==> config.mk <==
export PLATFORM = sky130hd
export DESIGN_NAME = norm_shift_ctrl
export DESIGN_NICKNAME = d
export VERILOG_FILES = /design/src/rtl/norm_pkg.sv /design/src/rtl/leading_zero_counter.sv /design/src/rtl/norm_shift_ctrl.sv
export SDC_FILE = /design/constraint.sdc
export NUM_CORES = 1
export LEC_CHECK = 0
export BUFFER_PORTS_ARGS = -buffer_cell sky130_fd_sc_hd__buf_4
export CORE_AREA = 2 2 117 119
export CTS_BUF_LIST = sky130_fd_sc_hd__clkbuf_8
export CTS_CLUSTER_SIZE = 8
export DETAILED_ROUTE_END_ITERATION = 8
export DIE_AREA = 0 0 119 121
export GPL_TIMING_DRIVEN = 1
export HOLD_SLACK_MARGIN = 0.12
export PLACE_DENSITY = 0.55
export SLEW_MARGIN = 10
export SYNTH_ARGS = -nofsm -noshare
export SYNTH_HDL_FRONTEND = slang
export SYNTH_SLANG_ARGS = --single-unit
==> constraint.sdc <==
create_clock -name clk -period 3.05 [get_ports clk]
set_input_delay 0.305 -clock clk [delete_from_list [all_inputs] [get_ports clk]]
set_output_delay 0.305 -clock clk [all_outputs]
set_load 0.01 [all_outputs]
==> src/rtl/norm_pkg.sv <==
// Shared definitions for the normalization control stage: shift direction
// encodings, the status flag bundle and the leading-zero width check.
package norm_pkg;

    localparam logic DIR_LEFT  = 1'b1;
    localparam logic DIR_RIGHT = 1'b0;

    typedef struct packed {
        logic zero;
        logic underflow;
        logic overflow;
    } norm_flags_t;

    // The all-zero count of an SW-1 bit field is SW-1, so EW must hold clog2(SW).
    function automatic bit lz_width_ok(input int sw, input int ew);
        return ($clog2(sw) <= ew);
    endfunction

    localparam bit NORM_DEFAULT_WIDTH_OK = lz_width_ok(26, 5);

endpackage

==> src/rtl/leading_zero_counter.sv <==
// Leading-zero count of a WIDTH-bit field, MSB first; returns WIDTH when the
// field is all zero, with all_zero flagging that case.
module leading_zero_counter #(
    parameter int WIDTH = 25,
    parameter int EW    = 5
) (
    input  logic [WIDTH-1:0] data,
    output logic [EW-1:0]    lz,
    output logic             all_zero
);

    // Scanning upward lets the highest set bit win.
    always_comb begin
        lz       = EW'(WIDTH);
        all_zero = 1'b1;
        for (int i = 0; i < WIDTH; i++) begin
            if (data[i]) begin
                lz       = EW'(WIDTH - 1 - i);
                all_zero = 1'b0;
            end
        end
    end

endmodule

==> src/rtl/norm_shift_ctrl.sv <==
// Normalization control ahead of the significand barrel shifter, with a
// valid/ready pipeline. NORM_LZ_PIPE_EN adds a register after the LZ count.
module norm_shift_ctrl
    import norm_pkg::*;
#(
    parameter int SW   = 26,
    parameter int EW   = 5,
    parameter int EXPW = 8
) (
    input  logic            clk,
    input  logic            rst,
    input  logic            in_valid_i,
    output logic            in_ready_o,
    input  logic [SW-1:0]   Data_i,
    input  logic [EXPW-1:0] Exp_i,
    output logic            out_valid_o,
    input  logic            out_ready_i,
    output logic [SW-1:0]   Data_o,
    output logic [EW-1:0]   Shift_Value_o,
    output logic            FSM_left_right_o,
    output logic [EXPW-1:0] Exp_o,
    output logic            Zero_o,
    output logic            Underflow_o,
    output logic            Overflow_o
);

    if (!lz_width_ok(SW, EW)) begin : g_width_check
        $error("norm_shift_ctrl: EW too narrow for SW");
    end

    logic            load_s2;
    logic            load_m;
    logic            s1_valid;
    logic [SW-1:0]   s1_data;
    logic [EXPW-1:0] s1_exp;
    logic [EW-1:0]   lz;
    logic            all_zero;
    logic            m_valid;
    logic [SW-1:0]   m_data;
    logic [EXPW-1:0] m_exp;
    logic [EW-1:0]   m_lz;
    logic            m_zero;
    norm_flags_t     s2_flags;

    assign load_s2    = !out_valid_o || out_ready_i;
    assign in_ready_o = !s1_valid || load_m;

    always_ff @(posedge clk or posedge rst) begin
        if (rst) begin
            s1_valid <= 1'b0;
            s1_data  <= '0;
            s1_exp   <= '0;
        end else if (in_ready_o) begin
            s1_valid <= in_valid_i;
            if (in_valid_i) begin
                s1_data <= Data_i;
                s1_exp  <= Exp_i;
            end
        end
    end

    leading_zero_counter #(.WIDTH(SW-1), .EW(EW)) u_lzc (
        .data     (s1_data[SW-2:0]),
        .lz       (lz),
        .all_zero (all_zero)
    );

`ifdef NORM_LZ_PIPE_EN
    logic            sl_valid;
    logic [SW-1:0]   sl_data;
    logic [EXPW-1:0] sl_exp;
    logic [EW-1:0]   sl_lz;
    logic            sl_zero;

    assign load_m = !sl_valid || load_s2;

    always_ff @(posedge clk or posedge rst) begin
        if (rst) begin
            sl_valid <= 1'b0;
            sl_data  <= '0;
            sl_exp   <= '0;
            sl_lz    <= '0;
            sl_zero  <= 1'b0;
        end else if (load_m) begin
            sl_valid <= s1_valid;
            if (s1_valid) begin
                sl_data <= s1_data;
                sl_exp  <= s1_exp;
                sl_lz   <= lz;
                sl_zero <= all_zero;
            end
        end
    end

    assign m_valid = sl_valid;
    assign m_data  = sl_data;
    assign m_exp   = sl_exp;
    assign m_lz    = sl_lz;
    assign m_zero  = sl_zero;
`else
    assign load_m  = load_s2;
    assign m_valid = s1_valid;
    assign m_data  = s1_data;
    assign m_exp   = s1_exp;
    assign m_lz    = lz;
    assign m_zero  = all_zero;
`endif

    logic [EXPW:0]   exp_wide;
    logic [EXPW:0]   exp_inc;
    logic [EXPW:0]   lz_wide;
    logic [EXPW:0]   exp_diff;
    logic [EW-1:0]   nxt_shift;
    logic            nxt_dir;
    logic [EXPW-1:0] nxt_exp;
    norm_flags_t     nxt_flags;

    assign exp_wide = {1'b0, m_exp};
    assign exp_inc  = exp_wide + (EXPW+1)'(1);
    assign lz_wide  = (EXPW+1)'(m_lz);
    assign exp_diff = exp_wide - lz_wide;

    always_comb begin
        nxt_dir   = DIR_LEFT;
        nxt_shift = '0;
        nxt_exp   = '0;
        nxt_flags = '0;
        if (m_data[SW-1]) begin
            nxt_dir   = DIR_RIGHT;
            nxt_shift = EW'(1);
            if (exp_inc >= {1'b0, {EXPW{1'b1}}}) begin
                nxt_exp            = '1;
                nxt_flags.overflow = 1'b1;
            end else begin
                nxt_exp = exp_inc[EXPW-1:0];
            end
        end else if (m_zero) begin
            nxt_flags.zero = 1'b1;
        end else if (lz_wide <= exp_wide) begin
            nxt_shift = m_lz;
            nxt_exp   = exp_diff[EXPW-1:0];
        end else begin
            // Exponent runs out first: only shift down to the denormal boundary.
            nxt_shift           = EW'(m_exp);
            nxt_flags.underflow = 1'b1;
        end
    end

    always_ff @(posedge clk or posedge rst) begin
        if (rst) begin
            out_valid_o      <= 1'b0;
            Data_o           <= '0;
            Shift_Value_o    <= '0;
            FSM_left_right_o <= DIR_LEFT;
            Exp_o            <= '0;
            s2_flags         <= '0;
        end else if (load_s2) begin
            out_valid_o <= m_valid;
            if (m_valid) begin
                Data_o           <= m_data;
                Shift_Value_o    <= nxt_shift;
                FSM_left_right_o <= nxt_dir;
                Exp_o            <= nxt_exp;
                s2_flags         <= nxt_flags;
            end
        end
    end

    assign Zero_o      = s2_flags.zero;
    assign Underflow_o = s2_flags.underflow;
    assign Overflow_o  = s2_flags.overflow;

endmodule

==> results by group, run 1 <==
Synth
  – Ys Warns: 0
  – FFs w/ async S/R, synth: 100%
  – Most used DFF post-synth: dfrtp_1
  – Sequential-to-total area share from yosys stat: 51.2%
  – Post-Syn Nets: 421
  – Syn_area_per_cell: 10.3 µm²
  – Most common cell in the netlist: nand2_1
  – FF+latch count, synth: about 80
  – Post-synth EDFFs: 0
  – Distinct cells, synth: 59
  – Top-area cell type share of the netlist area: between 50% and 60%
  – Area contributors post-synth: dfrtp_1 (51%), mux2_2 (10%), nand2_1 (9.0%)
  – Cell taking the most area after synthesis: dfrtp_1
  – Post-Syn Instances: 375
  – Commonest cells post-synth: nand2_1 (93), dfrtp_1 (78), mux2_2 (35)
  – Cell area after synthesis: 3860 µm²

STA
  – Clock Skews: between 0.015 and 0.02 ns
  – Hold WS: approximately 0.16 ns
  – Final setup viols: 0
  – Peak Freq: 0.346 GHz
  – Slew Limit Fails: 0
  – Rel. slew slack: 40.6%
  – RSZ-0062 raised after global routing: no
  – Slew of the pin with the lowest slew margin: 0.889 ns
  – Crit path setup slack, layout: 0.156 ns
  – Setup TNS: 0 ns
  – Period utilization: 94.9%
  – Fin crit period: slightly below 3 ns
  – Final Hold Viols: 0

Floorplanning
  – I/O pin cnt: 83
  – Die area: 14400 µm²
  – Core Footprint: 13100 µm²
  – DIE WIDTH: 119 µm
  – Row count: 42
  – Initial core utilization: ~30%
  – Die Y: 121 µm

Routing
  – Total Wirelength: 10.1 mm
  – Drt via density: approximately 4.7
  – Routed len/inst: 15.5 µm
  – Via count: 3090
  – Final ANT Viol Nets: 0
  – Drt pass-1 iters: 5
  – Initial DRC count: 139
  – Drt drc: 0

Worst setup path
  – Reg2reg start: m_data[16]
  – Worst path arrival time: 3.16 ns
  – Worst path required time: roughly 3.3 ns
  – Crit. End Element: flip-flop
  – CP startpoint: m_data[16]
  – Crit path to: Shift_Value_o[4]
  – R2R depth: 11
  – Crit-path max cell delay: 0.48 ns
  – R2r setup slk: between 0.15 and 0.2 ns
  – Slowest CP cell: dfrtp_1
  – Crit path max-delay family: compound AO/OA/AOI/OAI gates
  – CP max FO: 6
  – Worst reg2reg path endpoint: Shift_Value_o[4]
  – Kind of critical path: reg2reg
  – Worst path cell trace: or3_1, o211ai_1, o211a_1, ha_1, inv_1, fa_1, nand3_1, and2_1, a31o_2, nor3_1, a221o_1
  – CP Launch Type: flip-flop
  – Worst path depth: 11
  – Critical path buffer and inverter count: 1

Pwr
  – Leakage: 2.35 nW
  – Peak supply drop: 0.264 mV
  – Total power: 3.36 mW
  – PD cells: 663 nW/µm²

Placed design
  – HPWL Detailed: 7.50 mm
  – Area post-placement: between 4000 and 5000 µm²
  – Placed cells: 631
  – Port bufs: just over 80
  – Pre-CTS WS: -0.0953 ns
  – GPL Wtd Cong: 0.910

Layout
  – Ant. Diodes: 0
  – Fraction of layout cells with a size suffix above 1: 34.5%
  – Layout Utilization: 38.7%
  – Final Non-Filler Cells: 651
  – P&R area growth vs syn: 31.0%
  – Fin area: 5060 µm²
  – Post-layout nets: 516

Run status
  – Outcome: finished clean

Clock tree
  – TritonCTS clock tree: built
  – Clock slew seen by the registers of the worst setup and hold paths: approximately 0.09 ns
  – Clock Tree Buf Depth: 2
  – Clk_lat worst skew: 0.37 ns
  – Clock Sinks: 79
  – CTS Buf Count: 9
  – Root buf cell: clkbuf_8
  – Htree depth: 3

Global route
  – Initial antenna violation count: 0
  – Largest net degree at the start of global routing: 43
  – First-pass GRT wire length: 16.5 mm
  – Total GRT Usage: ~15%
  – Total grt overflow: 0
  – Vias in the first global route: between 3000 and 4000

Run
  – Maxcap violations: 0

Hold path
  – Min-delay worst type: in2reg
## flip-flops by register name (all words and copies together) (netlist names)
register	count
Overflow_o	1
m_valid	1
m_data	26
m_exp	8
Exp_o	8
Shift_Value_o	5
out_valid_o	1
Data_o	26
Zero_o	1
FSM_left_right_o	1
Underflow_o	1
## worst register-to-register path, cell delays in order (launching register included)
cell and delay (ns):
dfrtp_1 0.48, or3_1 0.40, o211ai_1 0.16, o211a_1 0.21
ha_1 0.18, inv_1 0.06, fa_1 0.41, nand3_1 0.12
and2_1 0.21, a31o_2 0.22, nor3_1 0.07, a221o_1 0.28
## layout make-up
class	count	area, µm²
fillers	1325	8020
flip-flops and latches	79	1980
multi-input cells	272	1820
repair buffers	97	746
well taps	176	220
clock inverters	7	136
clock buffers	9	124
inverters	11	42.5
## layout by cell type (no fill, tap or decap), types with 5 or more instances in the layout
master	Yosys	routed
nor4_1	5	5
buf_4	0	94
nor2b_1	6	6
mux2_2	35	35
nand2b_1	7	7
a21oi_1	9	9
o211ai_1	8	8
clkbuf_8	0	9
dfrtp_1	78	77
nor2_1	18	17
ha_1	7	6
inv_1	11	11
xnor2_1	8	8
nand3_1	6	6
o21ai_0	10	9
nand2_1	93	93
nor3_1	8	8
## cells by family after synthesis
| logic type | share of synthesized area (%) |
|---|---|
| XOR/XNOR | 2.27 |
| adder cells (fa/ha/maj) | 2.78 |
| flip-flops | 51.2 |
| buffers and inverters | 2.59 |
| multiplexers | 10.2 |
| AO/OA/AOI/OAI | 11.6 |
| AND/OR/NAND/NOR | 19.4 |
## repair_timing
item / in CTS / in global routing
endpoints found under the hold margin: 38 / 0
setup buffers: 0 / 2
pin swaps: 0 / 4
setup endpoints to repair: 13 / 13
resized for setup: 2 / 6
hold buffers: 2 / 0
## power breakdown
part / internal [mW] / switching (mW)
sequential: 1.24 / 0.197
combinational: 0.460 / 0.438
clock: 0.622 / 0.396
total: 2.32 / 1.03
## worst min-delay path by stage
stage / from / cells past startpoint / to / slack (ns)
2_1_floorplan: in_valid_i / 1 / m_valid / 0.41
3_3_place_gp: rst / 2 / Data_o[2] / 0.42
3_5_place_dp: rst / 2 / Data_o[2] / 0.44
4_1_cts: Data_i[20] / 2 / m_data[20] / 0.14
5_1_grt: Exp_i[7] / 2 / m_exp[7] / 0.14
6_report: Exp_i[7] / 2 / m_exp[7] / 0.16
## per-layer routing
| metal | global-route usage (%) | up-vias | share of wire, % | wire length, µm |
|---|---|---|---|---|
| met5 | 0 | - | 0 | 0 |
| met2 | 24.5 | 62 | 49 | 4910 |
| met3 | 3.85 | 16 | 4.0 | 400 |
| met4 | 5.36 | 0 | 1.9 | 195 |
| met1 | 19.1 | 1516 | 46 | 4610 |
| li1 | - | 1496 | - | - |
Power figures use the tool's default switching activity.
==> inputs of run 2 (changes only) <==
--- a/config.mk
+++ b/config.mk
@@ -14,7 +14,10 @@
 export GPL_TIMING_DRIVEN = 1
 export HOLD_SLACK_MARGIN = 0.12
 export PLACE_DENSITY = 0.55
+export SETUP_SLACK_MARGIN = 0.3
 export SLEW_MARGIN = 10
 export SYNTH_ARGS = -nofsm -noshare
 export SYNTH_HDL_FRONTEND = slang
+export SYNTH_HIERARCHICAL = 1
 export SYNTH_SLANG_ARGS = --single-unit
+export TNS_END_PERCENT = 100
==> run 2 against run 1 <==
Against the previous run: critical path depth rose by 1; clock-buffer cell count grew 2; highest routed layer unchanged; synthesized area up 0.52%; largest cell class unchanged; via count rose by 3.1%; global-route usage grew 0.60 points; core utilization up 0.93 points; sequential power about the same; critical path type unchanged; clock skew about the same.
==> results by group, run 2 <==
STA
  – Slew of the pin with the lowest slew margin: 0.833 ns (-0.0557 ns)
  – Period utilization: 95.1% (+0.19 points)
  – RSZ-0062 raised after global routing: yes
  – Peak Freq: 0.345 GHz (-0.20%)
  – Clock Skews: 0.0148 ns (-0.000265 ns)
  – Final setup viols: 0 (unchanged)
  – Final Hold Viols: 0 (unchanged)
  – Rel. slew slack: 44.4% (+3.8 points)
  – Slew Limit Fails: 0 (unchanged)
  – Fin crit period: 2.90 ns (+0.00579 ns)

Pwr
  – Net Sw Power: 1.08 mW (+4.3%)
  – Total power: 3.16 mW (-5.7%)
  – Comb pwr share: 31.4% (+4.6 points)
  – Leakage: 2.41 nW (+2.5%)
  – PD cells: 610 nW/µm² (-7.9%)
  – Peak supply drop: 0.172 mV (-35%)
  – Sequential share of power: 45.3% (+2.4 points)
  – Internal Pwr Total: 2.09 mW (-10%)
  – Clock network fraction of total power: 23.3% (-7.0 points)
  – Switch share: 34.0% (+3.3 points)

Layout
  – Post-layout nets: 535 (+3.7%)
  – P&R area growth vs syn: 33.5%
  – Fin area: 5190 µm² (+2.4%)
  – Fraction of layout cells with a size suffix above 1: 38.5% (+3.9 points)
  – Most common cell after layout, fill and taps aside: buf_4
  – Ant. Diodes: 0 (unchanged)
  – Fillers: 1338 (+0.98%)
  – Commonest non-fill, non-tap cells in the layout: buf_4 (109), nand2_1 (95), dfrtp_1 (78)

Run
  – Maxcap violations: 0 (unchanged)

Placed design
  – Area post-placement: 4810 µm² (+1.5%)
  – GPL Wtd Cong: 0.832 (-8.6%)
  – Port bufs: 82 (unchanged)
  – HPWL Detailed: 7.52 mm (+0.31%)

Hold path
  – Min-delay worst type: in2reg

Synth
  – Commonest cells post-synth: nand2_1 (95), dfrtp_1 (78), mux2_2 (34)
  – Most common cell in the netlist: nand2_1
  – Cell area after synthesis: 3880 µm² (+0.52%)
  – Post-Syn Instances: 380 (+1.3%)
  – Distinct cells, synth: 55 (-6.8%)
  – Most used DFF post-synth: dfrtp_1
  – Post-Syn Nets: 426 (+1.2%)
  – Syn_area_per_cell: 10.2 µm² (-0.80%)
  – FFs w/ async S/R, synth: 100% (unchanged)
  – Sequential-to-total area share from yosys stat: 50.9% (-0.26 points)
  – Ys Warns: 6 (+6)
  – Top-area cell type share of the netlist area: 50.2% (-0.26 points)
  – Post-synth EDFFs: 0 (unchanged)
  – Cell taking the most area after synthesis: dfrtp_1
  – Area contributors post-synth: dfrtp_1 (50%), mux2_2 (9.9%), nand2_1 (9.2%)
  – FF+latch count, synth: 79 (unchanged)

Floorplanning
  – Die Y: 121 µm (unchanged)
  – I/O pin cnt: 83 (unchanged)
  – Row count: 42 (unchanged)
  – Initial core utilization: 29.7% (+0.15 points)
  – DIE WIDTH: 119 µm (unchanged)
  – Core Footprint: 13100 µm² (unchanged)
  – Die area: 14400 µm² (unchanged)

Clock tree
  – Clk_lat worst skew: 0.37 ns (about the same)
  – Clock Tree Buf Depth: 2 (unchanged)
  – Clock Sinks: 79 (unchanged)
  – CTS Buf Count: 9 (unchanged)
  – Htree depth: 3 (unchanged)
  – Root buf cell: clkbuf_8
  – TritonCTS clock tree: built
  – Clock slew seen by the registers of the worst setup and hold paths: 0.08 ns (about the same)

Worst setup path
  – Crit. End Element: flip-flop
  – Worst path required time: 3.30 ns (about the same)
  – Crit path max-delay family: simple AND/OR/NAND/NOR gates
  – Worst path arrival time: 3.14 ns (-0.02 ns)
  – Critical path buffer and inverter count: 2 (+1)
  – Slowest CP cell: or4_4
  – Worst path cell trace: or4_4, o21ai_2, a21oi_2, nor4b_2, inv_1, ha_4, a21o_1, a21oi_4, a31oi_4, buf_6, mux2i_1, o21ai_1
  – CP max FO: 4 (-2)
  – CP Launch Type: flip-flop
  – Crit-path max cell delay: 0.55 ns (+0.07 ns)
  – Kind of critical path: reg2reg

Global route
  – Total grt overflow: 0 (unchanged)
  – Total GRT Usage: 15.5% (+0.60 points)
  – First-pass GRT wire length: 17.5 mm (+5.7%)
  – Initial antenna violation count: 0 (unchanged)
  – Vias in the first global route: 3309 (+4.7%)
  – Largest net degree at the start of global routing: 47 (+9.3%)

Routing
  – Drt drc: 0 (unchanged)
  – Drt via density: 4.76 (+0.21%)
  – Drt pass-1 iters: 4 (-1)
  – Final ANT Viol Nets: 0 (unchanged)
  – Via count: 3187 (+3.1%)
  – Total Wirelength: 10.6 mm (+4.7%)
  – Initial DRC count: 175 (+26%)
  – Routed len/inst: 15.8 µm (+1.7%)

Run status
  – Outcome: finished clean
==> run 2: cell types whose count changed in the layout (fill, tap and decap cells not counted), moves of 4 or more <==
| cell | before | now |
|---|---|---|
| buf_4 | 94 | 109 |
| bufinv_16 | 4 | 0 |
| mux2i_1 | 0 | 6 |
| nor2b_1 | 6 | 2 |
| nor3_1 | 8 | 4 |
| nor4_2 | 1 | 5 |
| o21ai_1 | 2 | 6 |
==> run 2: kinds of logic (layout without fill, tap and decap cells) <==
logic type      Yosys count  count (layout)  synth area share (%)
compound gates           59              59                  10.9
xor+xnor                  9               9                  2.03
fa+ha+maj                 8               8                  2.77
buf+inv                  30             144                  3.35
flops                    79              79                  50.9
mux                      40              40                  11.4
simple gates            155             155                  18.7
==> run 2: layer usage <==
| metal | track usage, % | wire, µm | vias to the layer above |
|---|---|---|---|
| met3 | 3.10 | 446 | 10 |
| met5 | 0 | 0 | - |
| li1 | - | - | 1538 |
| met4 | 5.73 | 159 | 0 |
| met2 | 24.9 | 5000 | 81 |
| met1 | 20.8 | 5000 | 1558 |
==> run 2: final cells by class <==
class / instances / area, µm² / area share, %
Sequential cell: 79 / 1980 / 38.1
Multi-Input combinational cell: 271 / 1880 / 36.2
Timing Repair Buffer: 113 / 871 / 16.8
Tap cell: 176 / 220 / 4.25
Clock buffer: 11 / 151 / 2.92
Inverter: 15 / 57.6 / 1.11
Clock inverter: 5 / 31.3 / 0.603
==> run 2: worst paths after layout <==
check | startpoint | endpoint | slack (ns) | cells past startpoint
worst max register to register | m_data[5] | Shift_Value_o[4] | 0.15 | 12
worst min-delay path | in_valid_i | m_valid | 0.14 | 2
worst min register to register | Data_o[4] | Data_o[4] | 0.48 | 2
min in group asynchronous | rst | m_data[20] | 0.63 | 3
max in group asynchronous | rst | Data_o[25] | 1.75 | 4
worst max-delay path | m_data[5] | Shift_Value_o[4] | 0.15 | 12
==> run 2: timing repair <==
action                                  4_1_cts  5_1_grt
endpoints found under the setup margin       14       14
gates resized for setup                      19        8
endpoints found under the hold margin        30        0
pin swaps                                    12       13
hold buffers                                  1        0
setup buffers                                11        0
==> run 2: stage by stage <==
stage	hold WS, ns	worst slack [ns]	TNS (ns)	utilization [%]	cells
after detailed placement	0.467	-0.135	-1.12	36.8	642
after CTS	0.127	0.104	0	39.3	670
final	0.145	0.150	0	39.6	670
after global routing	0.144	0.0238	0	39.6	670
after global placement	0.462	-0.0381	-0.188	36.8	642
after floorplan	0.413	0.312	0	-	380
==> run 2: power by group through the flow <==
stage	logic, mW	clock network, mW	registers, mW
6_report	0.994	0.738	1.43
4_1_cts	0.996	0.765	1.43
2_1_floorplan	0.474	0	1.45
5_1_grt	1.10	0.809	1.47
3_3_place_gp	0.909	0	1.45
3_5_place_dp	0.929	0	1.45
==> inputs of run 3 (changes only) <==
--- a/config.mk
+++ b/config.mk
@@ -5,12 +5,13 @@
 export SDC_FILE = /design/constraint.sdc
 export NUM_CORES = 1
 export LEC_CHECK = 0
+export ABC_AREA = 1
 export BUFFER_PORTS_ARGS = -buffer_cell sky130_fd_sc_hd__buf_4
-export CORE_AREA = 2 2 117 119
+export CORE_AREA = 2 2 118 120
 export CTS_BUF_LIST = sky130_fd_sc_hd__clkbuf_8
 export CTS_CLUSTER_SIZE = 8
 export DETAILED_ROUTE_END_ITERATION = 8
-export DIE_AREA = 0 0 119 121
+export DIE_AREA = 0 0 120 122
 export GPL_TIMING_DRIVEN = 1
 export HOLD_SLACK_MARGIN = 0.12
 export PLACE_DENSITY = 0.55
==> run 3 against run 2 <==
Against the previous run: register-to-register slack got worse by 0.05 ns; largest cell class unchanged; final cell count up 14%; non-clock buffer count decreased by 17; highest routed layer unchanged; critical path type unchanged; clock skew decreased by 0.0015 ns; clock-buffer cell count is 1 lower.
==> results by group, run 3 <==
Floorplanning
  – DIE WIDTH: 120 µm (+0.84%)
  – Die area: 14600 µm² (+1.7%)
  – Initial core utilization: 29.3% (-0.44 points)
  – Row count: 43 (+2.4%)
  – Core Footprint: 13500 µm² (+3.2%)
  – I/O pin cnt: 83 (unchanged)
  – Die Y: 122 µm (+0.83%)

Global route
  – Vias in the first global route: 3419 (+3.3%)
  – Total GRT Usage: 14.7% (-0.86 points)
  – Total grt overflow: 0 (unchanged)
  – First-pass GRT wire length: 16.7 mm (-4.5%)
  – Initial antenna violation count: 0 (unchanged)
  – Largest net degree at the start of global routing: 66 (+40%)

Worst setup path
  – Critical path buffer and inverter count: 4 (+2)
  – Reg2reg start: m_data[1]
  – Worst path required time: 3.31 ns (about the same)
  – CP startpoint: m_data[1]
  – Worst reg2reg path endpoint: Shift_Value_o[0]
  – Crit. End Element: flip-flop
  – R2R depth: 35 (+23)
  – Crit path max-delay family: simple AND/OR/NAND/NOR gates
  – Worst path arrival time: 3.21 ns (+0.07 ns)
  – Crit-path max cell delay: 0.38 ns (-0.17 ns)
  – Kind of critical path: reg2reg
  – Worst path depth: 35 (+23)
  – CP Launch Type: flip-flop
  – CP most frequent cell: nand2_1
  – CP max FO: 7 (+3)
  – Crit path to: Shift_Value_o[0]
  – R2r setup slk: 0.1 ns (-0.05 ns)
  – Slowest CP cell: dfrtp_1

Synth
  – Cell taking the most area after synthesis: dfrtp_1
  – Sequential-to-total area share from yosys stat: 50.1% (-0.84 points)
  – Ys Warns: 6 (unchanged)
  – Most common cell in the netlist: nand2_1
  – Top-area cell type share of the netlist area: 49.4% (-0.83 points)
  – FF+latch count, synth: 79 (unchanged)
  – Post-synth EDFFs: 0 (unchanged)
  – Distinct cells, synth: 37 (-33%)
  – Cell area after synthesis: 3950 µm² (+1.7%)
  – FFs w/ async S/R, synth: 100% (unchanged)
  – Area contributors post-synth: dfrtp_1 (49%), nand2_1 (11%), inv_1 (7.7%)
  – Most used DFF post-synth: dfrtp_1
  – Syn_area_per_cell: 8.11 µm² (-21%)
  – Commonest cells post-synth: nand2_1 (113), inv_1 (81), dfrtp_1 (78)
  – Post-Syn Instances: 487 (+28%)
  – Post-Syn Nets: 533 (+25%)

Routing
  – Initial DRC count: 200 (+14%)
  – Via count: 3381 (+6.1%)
  – Final ANT Viol Nets: 0 (unchanged)
  – Drt pass-1 iters: 4 (unchanged)
  – Total Wirelength: 10.1 mm (-4.9%)
  – Drt via density: 4.42 (-7.1%)
  – Routed len/inst: 13.2 µm (-17%)
  – Drt drc: 0 (unchanged)

Clock tree
  – CTS Buf Count: 9 (unchanged)
  – Clock slew seen by the registers of the worst setup and hold paths: 0.09 ns (about the same)
  – TritonCTS clock tree: built
  – Clk_lat worst skew: 0.37 ns (about the same)
  – Root buf cell: clkbuf_8
  – Clock Sinks: 79 (unchanged)
  – Hold_buf cts: 0 (-1)
  – Clock Tree Buf Depth: 2 (unchanged)
  – Htree depth: 3 (unchanged)

Run
  – Maxcap violations: 0 (unchanged)

Layout
  – Final Non-Filler Cells: 765 (+14%)
  – Post-layout nets: 626 (+17%)
  – Fraction of layout cells with a size suffix above 1: 26.5% (-12 points)
  – Fin area: 5130 µm² (-1.1%)
  – P&R area growth vs syn: 29.8%
  – Fillers: 1419 (+6.1%)
  – Commonest non-fill, non-tap cells in the layout: nand2_1 (110), buf_4 (93), inv_1 (79)
  – Ant. Diodes: 0 (unchanged)
  – Layout Utilization: 38.0% (-1.7 points)
  – Most common cell after layout, fill and taps aside: nand2_1

Pwr
  – Peak supply drop: 0.210 mV (+22%)
  – Leakage: 2.68 nW (+11%)
  – PD cells: 678 nW/µm² (+11%)

Placed design
  – HPWL Detailed: 7.47 mm (-0.68%)
  – GPL Wtd Cong: 0.861 (+3.4%)
  – Pre-CTS WS: -0.0163 ns (+0.119 ns)
  – Area post-placement: 4790 µm² (-0.42%)
  – Placed cells: 741 (+15%)
  – Port bufs: 82 (unchanged)

Run status
  – Outcome: finished clean

STA
  – Clock Skews: 0.0132 ns (-0.00154 ns)
  – Final setup viols: 0 (unchanged)
  – Rel. slew slack: 39.4% (-5.0 points)
  – Fin crit period: 2.95 ns (+0.0530 ns)
  – Crit path setup slack, layout: 0.0972 ns (-0.0530 ns)
  – Period utilization: 96.8% (+1.7 points)
  – RSZ-0062 raised after global routing: yes
  – Final Hold Viols: 0 (unchanged)
  – Slew Limit Fails: 0 (unchanged)
  – Slew of the pin with the lowest slew margin: 0.908 ns (+0.0748 ns)
  – Peak Freq: 0.339 GHz (-1.8%)

Hold path
  – Min-delay worst type: in2async
-- run 3: changes by cell type in the layout (fill, tap and decap cells not counted), moves of 10 or more --
cell	change
nand2_1	+15
nand2_2	+10
buf_4	-16
mux2_2	-29
a21oi_1	+26
inv_1	+66
o21ai_0	+19
nor2_1	+34
-- run 3: metrics by stage --
step / hold slack, ns / power (mW) / setup TNS, ns
2_1_floorplan: 0.456 / 2.08 / 0
3_3_place_gp: 0.467 / 2.58 / 0
3_5_place_dp: 0.474 / 2.59 / -0.0395
4_1_cts: 0.132 / 3.51 / 0
5_1_grt: 0.162 / 3.74 / -3.69
6_report: 0.107 / 3.48 / 0
-- run 3: cell families after synthesis --
logic type,after synthesis,share of synthesized area [%]
AO/OA/AOI/OAI,85,12.0
XOR/XNOR,2,0.444
adder cells (fa/ha/maj),8,2.72
buffers and inverters,96,9.60
flip-flops,79,50.1
multiplexers,5,1.43
AND/OR/NAND/NOR,212,23.7
-- run 3: how the worst min path moves through the flow --
stage / slack, ns / cells past startpoint / endpoint
floorplan: 0.46 / 1 / m_data[23]
global placement: 0.47 / 2 / Data_o[6]
detailed placement: 0.47 / 2 / Data_o[6]
CTS: 0.13 / 2 / Data_o[14]
global route: 0.16 / 2 / m_exp[2]
finish: 0.11 / 2 / Data_o[14]
-- run 3: worst reg2reg max path, delay by kind of cell (launching register included) --
kind | cells | cell delay, ns
flip-flops | 1 | 0.38
AND/OR/NAND/NOR | 26 | 1.39
buffers and inverters | 4 | 0.21
adder cells (fa/ha/maj) | 2 | 0.54
AO/OA/AOI/OAI | 3 | 0.35
-- run 3: cell type report --
| cell class | count | area [µm²] | share of cell area, % |
|---|---|---|---|
| tap | 180 | 225 | 4.39 |
| multi-input combinational | 312 | 1630 | 31.8 |
| clock inverter | 6 | 85.1 | 1.66 |
| inverter | 82 | 314 | 6.12 |
| clock buffer | 10 | 138 | 2.68 |
| timing repair buffer | 96 | 758 | 14.8 |
| sequential | 79 | 1980 | 38.6 |
-- run 3: timing repair --
item	in CTS	in global routing
pin swaps	3	3
setup buffers	4	4
gates resized for setup	7	8
setup endpoints to repair	14	14
-- run 3: power breakdown --
part	internal (mW)	total, mW	switching [mW]	leakage, nW
sequential	1.29	1.50	0.204	0.929
combinational	0.519	1.10	0.577	1.63
clock	0.480	0.883	0.403	0.114
-- run 3: metal layers --
layer	global-route usage (%)	vias to the layer above	part of all wire, %
li1	-	1714	-
met2	23.5	69	47
met4	6.69	0	2.2
met3	2.76	15	3.8
met5	0	-	0
met1	19.2	1583	47
